$ cat src/rtl/sensor_frame_sender.sv
// sensor_frame_sender
//   Takes a snapshot of NUM_CH sensor channels and sends it to the UART driver
//   as one framed byte stream:
//     HEADER, Seq, mask byte, masked channel data (MSB first), checksum.
//   A frame starts either from a free-running PERIOD timer (Mode=0) or from
//   Send_Req (Mode=1). A trigger that arrives while a frame is in flight is
//   dropped, and Overrun pulses for one cycle.
//
// Ports
//   clk_100MHz   system clock
//   Rst          asynchronous reset, active low
//   Enable       1 = accept triggers
//   Mode         0 = periodic, 1 = on Send_Req
//   Send_Req     one-cycle frame request (Mode=1)
//   Ch_Mask      bit i includes channel i
//   Ch_Data      channel i at [i*DATA_W +: DATA_W]
//   Tx_ACK       UART byte acknowledge (pulse or level)
//   Tx_En        byte valid to UART
//   Send_Buffer  byte to UART, held between bytes
//   Busy         frame in progress (LOAD..WAIT_REL)
//   Frame_Done   one-cycle pulse after the checksum byte has been acknowledged
//   Overrun      one-cycle pulse, registered, when a trigger is dropped
//   Seq          sequence number of the next frame
//
// state    | meaning
// ---------+----------------------------------------------------------
// S_IDLE   | waiting for a trigger
// S_LOAD   | snapshot channels and mask, clear checksum and indices
// S_SEND   | Tx_En high, waiting for Tx_ACK
// S_WAIT_REL | Tx_En low, waiting for Tx_ACK to be released
// S_DONE   | Frame_Done pulse, Seq advances

module sensor_frame_sender #(
    parameter int         NUM_CH = 7,
    parameter int         DATA_W = 16,
    parameter logic [7:0] HEADER = 8'h55,
    parameter int         PERIOD = 1000000
) (
    input  logic                     clk_100MHz,
    input  logic                     Rst,
    input  logic                     Enable,
    input  logic                     Mode,
    input  logic                     Send_Req,
    input  logic [NUM_CH-1:0]        Ch_Mask,
    input  logic [NUM_CH*DATA_W-1:0] Ch_Data,
    input  logic                     Tx_ACK,
    output logic                     Tx_En,
    output logic [7:0]               Send_Buffer,
    output logic                     Busy,
    output logic                     Frame_Done,
    output logic                     Overrun,
    output logic [7:0]               Seq
);

    localparam int B     = DATA_W / 8;
    localparam int CH_W  = (NUM_CH > 1) ? $clog2(NUM_CH) : 1;
    localparam int BS_W  = (B > 1) ? $clog2(B) : 1;
    localparam int TMR_W = $clog2(PERIOD);
    localparam logic [TMR_W-1:0] TMR_LAST = TMR_W'(PERIOD - 1);
    localparam logic [BS_W-1:0]  BS_LAST  = BS_W'(B - 1);

    typedef enum logic [2:0] {
        S_IDLE, S_LOAD, S_SEND, S_WAIT_REL, S_DONE
    } state_t;

    // Position within the frame; PH_END marks "checksum already sent".
    typedef enum logic [2:0] {
        PH_HDR, PH_SEQ, PH_MASK, PH_DATA, PH_CHK, PH_END
    } phase_t;

    state_t                     state_q, state_d;
    phase_t                     phase_q, phase_d;
    logic [TMR_W-1:0]           timer_q, timer_d;
    logic [7:0]                 seq_q, seq_d;
    logic [7:0]                 chk_q, chk_d;
    logic [7:0]                 send_buf_q, send_buf_d;
    logic                       overrun_q, overrun_d;
    logic [CH_W-1:0]            ch_q, ch_d;
    logic [BS_W-1:0]            bsel_q, bsel_d;
    logic [NUM_CH-1:0]          snap_mask_q, snap_mask_d;
    logic [NUM_CH*DATA_W-1:0]   snap_data_q, snap_data_d;

    logic                       trig_periodic;
    logic                       trigger;
    logic                       nxt_found;
    logic [CH_W-1:0]            nxt_ch;
    logic [7:0]                 mask_byte;
    logic [7:0]                 data_byte;
    logic [7:0]                 cur_byte;

    // Trigger generation; the timer runs regardless of Busy.
    always_comb begin
        timer_d       = timer_q;
        trig_periodic = 1'b0;
        if (Mode || !Enable) begin
            timer_d = '0;
        end else if (timer_q == TMR_LAST) begin
            timer_d       = '0;
            trig_periodic = 1'b1;
        end else begin
            timer_d = timer_q + 1'b1;
        end
        trigger = Mode ? (Send_Req & Enable) : trig_periodic;
    end

    // Lowest enabled channel after the current one (any channel while the
    // mask byte is being sent). Descending scan so the lowest index wins.
    always_comb begin
        nxt_found = 1'b0;
        nxt_ch    = '0;
        for (int i = NUM_CH - 1; i >= 0; i--) begin
            if (snap_mask_q[i] && ((phase_q == PH_MASK) || (i > int'(ch_q)))) begin
                nxt_found = 1'b1;
                nxt_ch    = CH_W'(i);
            end
        end
    end

    always_comb begin
        mask_byte               = '0;
        mask_byte[NUM_CH-1:0]   = snap_mask_q;
        data_byte               = '0;
        for (int i = 0; i < NUM_CH; i++) begin
            for (int b = 0; b < B; b++) begin
                if ((int'(ch_q) == i) && (int'(bsel_q) == b)) begin
                    data_byte = snap_data_q[i*DATA_W + (B-1-b)*8 +: 8];
                end
            end
        end
        case (phase_q)
            PH_HDR:  cur_byte = HEADER;
            PH_SEQ:  cur_byte = seq_q;
            PH_MASK: cur_byte = mask_byte;
            PH_DATA: cur_byte = data_byte;
            PH_CHK:  cur_byte = chk_q;
            default: cur_byte = '0;
        endcase
    end

    always_comb begin
        state_d     = state_q;
        phase_d     = phase_q;
        seq_d       = seq_q;
        chk_d       = chk_q;
        send_buf_d  = send_buf_q;
        ch_d        = ch_q;
        bsel_d      = bsel_q;
        snap_mask_d = snap_mask_q;
        snap_data_d = snap_data_q;
        overrun_d   = trigger && (state_q != S_IDLE);

        case (state_q)
            S_IDLE: begin
                if (trigger) state_d = S_LOAD;
            end
            S_LOAD: begin
                snap_data_d = Ch_Data;
                snap_mask_d = Ch_Mask;
                phase_d     = PH_HDR;
                ch_d        = '0;
                bsel_d      = '0;
                chk_d       = '0;
                send_buf_d  = HEADER;
                state_d     = S_SEND;
            end
            S_SEND: begin
                if (Tx_ACK) begin
                    state_d = S_WAIT_REL;
                    if (phase_q inside {PH_SEQ, PH_MASK, PH_DATA}) begin
                        chk_d = chk_q + cur_byte;
                    end
                    case (phase_q)
                        PH_HDR: phase_d = PH_SEQ;
                        PH_SEQ: phase_d = PH_MASK;
                        PH_MASK: begin
                            if (nxt_found) begin
                                phase_d = PH_DATA;
                                ch_d    = nxt_ch;
                                bsel_d  = '0;
                            end else begin
                                phase_d = PH_CHK;
                            end
                        end
                        PH_DATA: begin
                            if (bsel_q != BS_LAST) begin
                                bsel_d = bsel_q + 1'b1;
                            end else if (nxt_found) begin
                                ch_d   = nxt_ch;
                                bsel_d = '0;
                            end else begin
                                phase_d = PH_CHK;
                            end
                        end
                        default: phase_d = PH_END;
                    endcase
                end
            end
            S_WAIT_REL: begin
                if (!Tx_ACK) begin
                    if (phase_q == PH_END) begin
                        state_d = S_DONE;
                    end else begin
                        send_buf_d = cur_byte;
                        state_d    = S_SEND;
                    end
                end
            end
            S_DONE: begin
                seq_d   = seq_q + 8'd1;
                state_d = S_IDLE;
            end
            default: state_d = S_IDLE;
        endcase
    end

    always_ff @(posedge clk_100MHz or negedge Rst) begin
        if (!Rst) begin
            state_q     <= S_IDLE;
            phase_q     <= PH_HDR;
            timer_q     <= '0;
            seq_q       <= '0;
            chk_q       <= '0;
            send_buf_q  <= '0;
            overrun_q   <= 1'b0;
            ch_q        <= '0;
            bsel_q      <= '0;
            snap_mask_q <= '0;
            snap_data_q <= '0;
        end else begin
            state_q     <= state_d;
            phase_q     <= phase_d;
            timer_q     <= timer_d;
            seq_q       <= seq_d;
            chk_q       <= chk_d;
            send_buf_q  <= send_buf_d;
            overrun_q   <= overrun_d;
            ch_q        <= ch_d;
            bsel_q      <= bsel_d;
            snap_mask_q <= snap_mask_d;
            snap_data_q <= snap_data_d;
        end
    end

    // Decoded from the state register so that reset clears Tx_En immediately.
    assign Tx_En       = (state_q == S_SEND);
    assign Busy        = (state_q == S_LOAD) || (state_q == S_SEND) || (state_q == S_WAIT_REL);
    assign Frame_Done  = (state_q == S_DONE);
    assign Overrun     = overrun_q;
    assign Send_Buffer = send_buf_q;
    assign Seq         = seq_q;

endmodule

$ cat config.mk
export PLATFORM = sky130hd
export DESIGN_NAME = sensor_frame_sender
export DESIGN_NICKNAME = d
export VERILOG_FILES = /design/src/rtl/sensor_frame_sender.sv
export SDC_FILE = /design/constraint.sdc
export NUM_CORES = 1
export LEC_CHECK = 0
export ABC_CLOCK_PERIOD_IN_PS = 2800
export BUFFER_PORTS_ARGS = -buffer_cell sky130_fd_sc_hd__buf_4
export CELL_PAD_IN_SITES_DETAIL_PLACEMENT = 0
export CELL_PAD_IN_SITES_GLOBAL_PLACEMENT = 1
export CORE_MARGIN = 8
export CORE_UTILIZATION = 39
export CTS_CLUSTER_DIAMETER = 30
export CTS_CLUSTER_SIZE = 28
export DETAILED_ROUTE_END_ITERATION = 7
export PLACE_DENSITY = 0.79
export SLEW_MARGIN = 30
export SYNTH_ARGS = -nofsm -noshare
export SYNTH_HDL_FRONTEND = slang
export SYNTH_SLANG_ARGS = --single-unit
$ cat constraint.sdc
create_clock -name clk_100MHz -period 2.8 [get_ports clk_100MHz]
set_input_delay 0.56 -clock clk_100MHz [delete_from_list [all_inputs] [get_ports clk_100MHz]]
set_output_delay 0.56 -clock clk_100MHz [all_outputs]
set_load 0.05 [all_outputs]
==> results.md <==
* Status: finished, violations left
* Failing checks: setup timing
* Fraction of layout cells with a size suffix above 1 at between 20% and 30%
* Fmax at roughly 330 MHz
* Power Density at about 1100 nW/um^2
* Crit path DAT at ~3400 ps
* Post-Layout Inst Area at about 11,000 sq um
* Final Power at between 0.01 and 0.015 W
* Period utilization at 109%
* Post-synthesis cell type count at 61
* Worst skew pair latency at 440 ps
* Number of global-route vias before repair at ~7.3k
* Core ar. at roughly 22,000 sq um
* Most frequent cells in the layout: nand2_1, buf_4, dfrtp_1
* Post-synth net total at ~1.1k
* Clock Sinks at ~170
* Vias at approximately 7k
* Row count at 54
* HPWL after DPL at around 18 mm
* Port bufs at between 100 and 150
* Final wirelength at ~24 mm
* Initial core utilization at approximately 40%
* CTS tree: yes
* Die ar. at 27,100 sq um
* Rel. slew slack at between 50% and 60%
* Area delta synth->final at 27.9%
* Clk slew on worst S/H paths at roughly 70 ps
* Root buffer cell: clkbuf_16
* Synth top area share at 50.5%
* Worst Skew at slightly below 10 ps
* Final slew viol count at 0
* Ys flop type: dfrtp_1
* Fin nets at 1,257
* Largest cells by area after synthesis: dfrtp_1, nand2_1, mux4_2
* Maximum VDD drop at approximately 0.52 mV
* DR pass1 iterations at 5
* WHS at 92.9 ps
* Clock buffer depth at 2
* Actual slew at the worst max-slew pin at around 680 ps
* Worst R2R Setup Slack at -270 ps
* Commonest non-fill, non-tap cell in the layout: nand2_1
* Worst reg2reg path startpoint: bsel_q
* Synth Cell Area at about 8600 sq um
* Final hold vios at 0
* Worst hold path type: primary input to async pin
* Worst Setup Path Type: flip-flop to flip-flop
* CTS buffer count at 17
* Seq cells post-synth at roughly 170
* GR Overflow Total at 0
* H-tree depth at 4
* Largest net degree at the start of global routing at approximately 120
* Io pins at 145
* Unrepaired setup endpoints after global routing: yes
* CP Capture Type: flip-flop
* Startpoint Class: flip-flop
* Initial antenna violation count at 0
* EDFF count, synth at 0
* Required time of the worst setup path at ~3100 ps
* Crit. Startpoint: bsel_q
* Antenna Violating Nets Remaining at 0
* Die H at ~160 microns
* Syn_area_per_cell at between 9 and 10 sq um
* Total GRT Usage at a little under a fifth
* CP max stage delay at 520 ps
* Finish-stage setup viols at 4
* Seq/Total Area, Yosys at about half
* Async S/R FF share, synth at between 90% and 100%
* Placer Congestion at 0.883
* Vias/cell at ~5
* Slowest CP cell: mux4_2
* Post-route setup slack at -265 ps
* Initial drt markers at 410
* Reg2Reg Depth at 13
* Synth Instances at about 950
* Worst-path cell chain: buf_6, mux4_2, mux2i_2, nor2_1, nor3_2, o221ai_2, ha_1, and3_1, a21oi_2, a31oi_1, xor2_1, o21ai_1, a22o_1
* Residual DRC at 0
* Util after Layout at 50.7%
* Total of max-cap violations at 0
* Diode count at 0
* Leading area contributor after synthesis: dfrtp_1
* Die width at approximately 160 microns
* Leakage at 5.39 nW
* TNS Setup at -610 ps
* Placed Area at 10,300 sq um
* Post-CTS Hold Fix Bufs at 0
* Routed WL per cell at roughly 17 microns
* Yosys warning count at 0
* First-pass GRT wire length at between 30 and 40 mm
* Reg2reg end: chk_q[7]
* Crit path max fanout at 6
* Min Tclk post-route at 3070 ps
[per-layer routing]
layer | share of wire [%] | track usage, %
met1 | 47 | 24.5
met2 | 47 | 28.8
met3 | 4.9 | 4.09
met4 | 1.5 | 4.71
met5 | 0 | 0
[report_power, final]
part | total [W] | internal (W) | leakage (nW) | switching [W]
registers | 0.00437 | 0.00357 | 2.17 | 0.000799
clock network | 0.00239 | 0.00128 | 0.284 | 0.00112
logic | 0.00573 | 0.00265 | 2.94 | 0.00309
total | 0.0125 | 0.00750 | 5.39 | 0.00500
[area by class of cell]
class	count	area [sq um]
Clock buffer	17	425
Clock inverter	15	166
Fill cell	2053	10700
Inverter	8	30.0
Multi-Input combinational cell	711	4040
Sequential cell	174	4360
Tap cell	280	350
Timing Repair Buffer	210	1670
[worst max path at each step]
stage | cells after the start | end | slack (ps)
6_report | 13 | chk_q[7] | -270
5_1_grt | 13 | chk_q[7] | -470
4_1_cts | 14 | chk_q[6] | -270
3_5_place_dp | 13 | chk_q[7] | -340
3_3_place_gp | 13 | chk_q[7] | -270
2_1_floorplan | 15 | chk_q[6] | -110
[Yosys cell counts, drive strengths merged, types with 5 or more instances]
cell type,number
a21oi,13
nor2b,5
xor2,14
nand2,390
nor2,54
xnor2,15
nand3,25
buf,29
mux2i,30
ha,9
clkbuf,23
and3,8
a22o,6
o22a,5
o22ai,7
nor3,15
inv,7
dfrtp,174
nand2b,5
nand3b,5
o21ai,24
mux4,15
o221ai,9
[flip-flops by register name, summed over array words and instances (netlist names)]
signal	flops
snap_data_q	112
timer_q	20
Send_Buffer	8
Seq	8
chk_q	8
snap_mask_q	7
ch_q	3
phase_q	3
state_q	3
Overrun	1
bsel_q	1
[cell families after synthesis]
group / share of synthesized area (%)
compound gates: 7.96
xor+xnor: 2.94
fa+ha+maj: 1.54
buf+inv: 3.42
flops: 50.5
mux: 7.92
simple gates: 25.8
[stage by stage]
stage / instances / worst slack (ps)
global placement: 1375 / -272
global route: 1415 / -467
detailed placement: 1375 / -340
finish: 1415 / -265
CTS: 1410 / -270
floorplan: 945 / -106
[critical path: cells and delay by family (launching register included)]
| kind | cells | cell delay [ps] |
|---|---|---|
| AO/OA/AOI/OAI | 5 | 650 |
| XOR/XNOR | 1 | 210 |
| adder cells (fa/ha/maj) | 1 | 340 |
| buffers and inverters | 1 | 160 |
| flip-flops | 1 | 450 |
| multiplexers | 2 | 740 |
| AND/OR/NAND/NOR | 3 | 400 |
[what timing repair did]
action                                  in CTS  in global routing
resized for setup                            6                  9
pin swaps                                    1                  1
buffers inserted                             3                  5
endpoints found under the setup margin       4                  6
No activity file was read; power rests on OpenSTA's default activity.
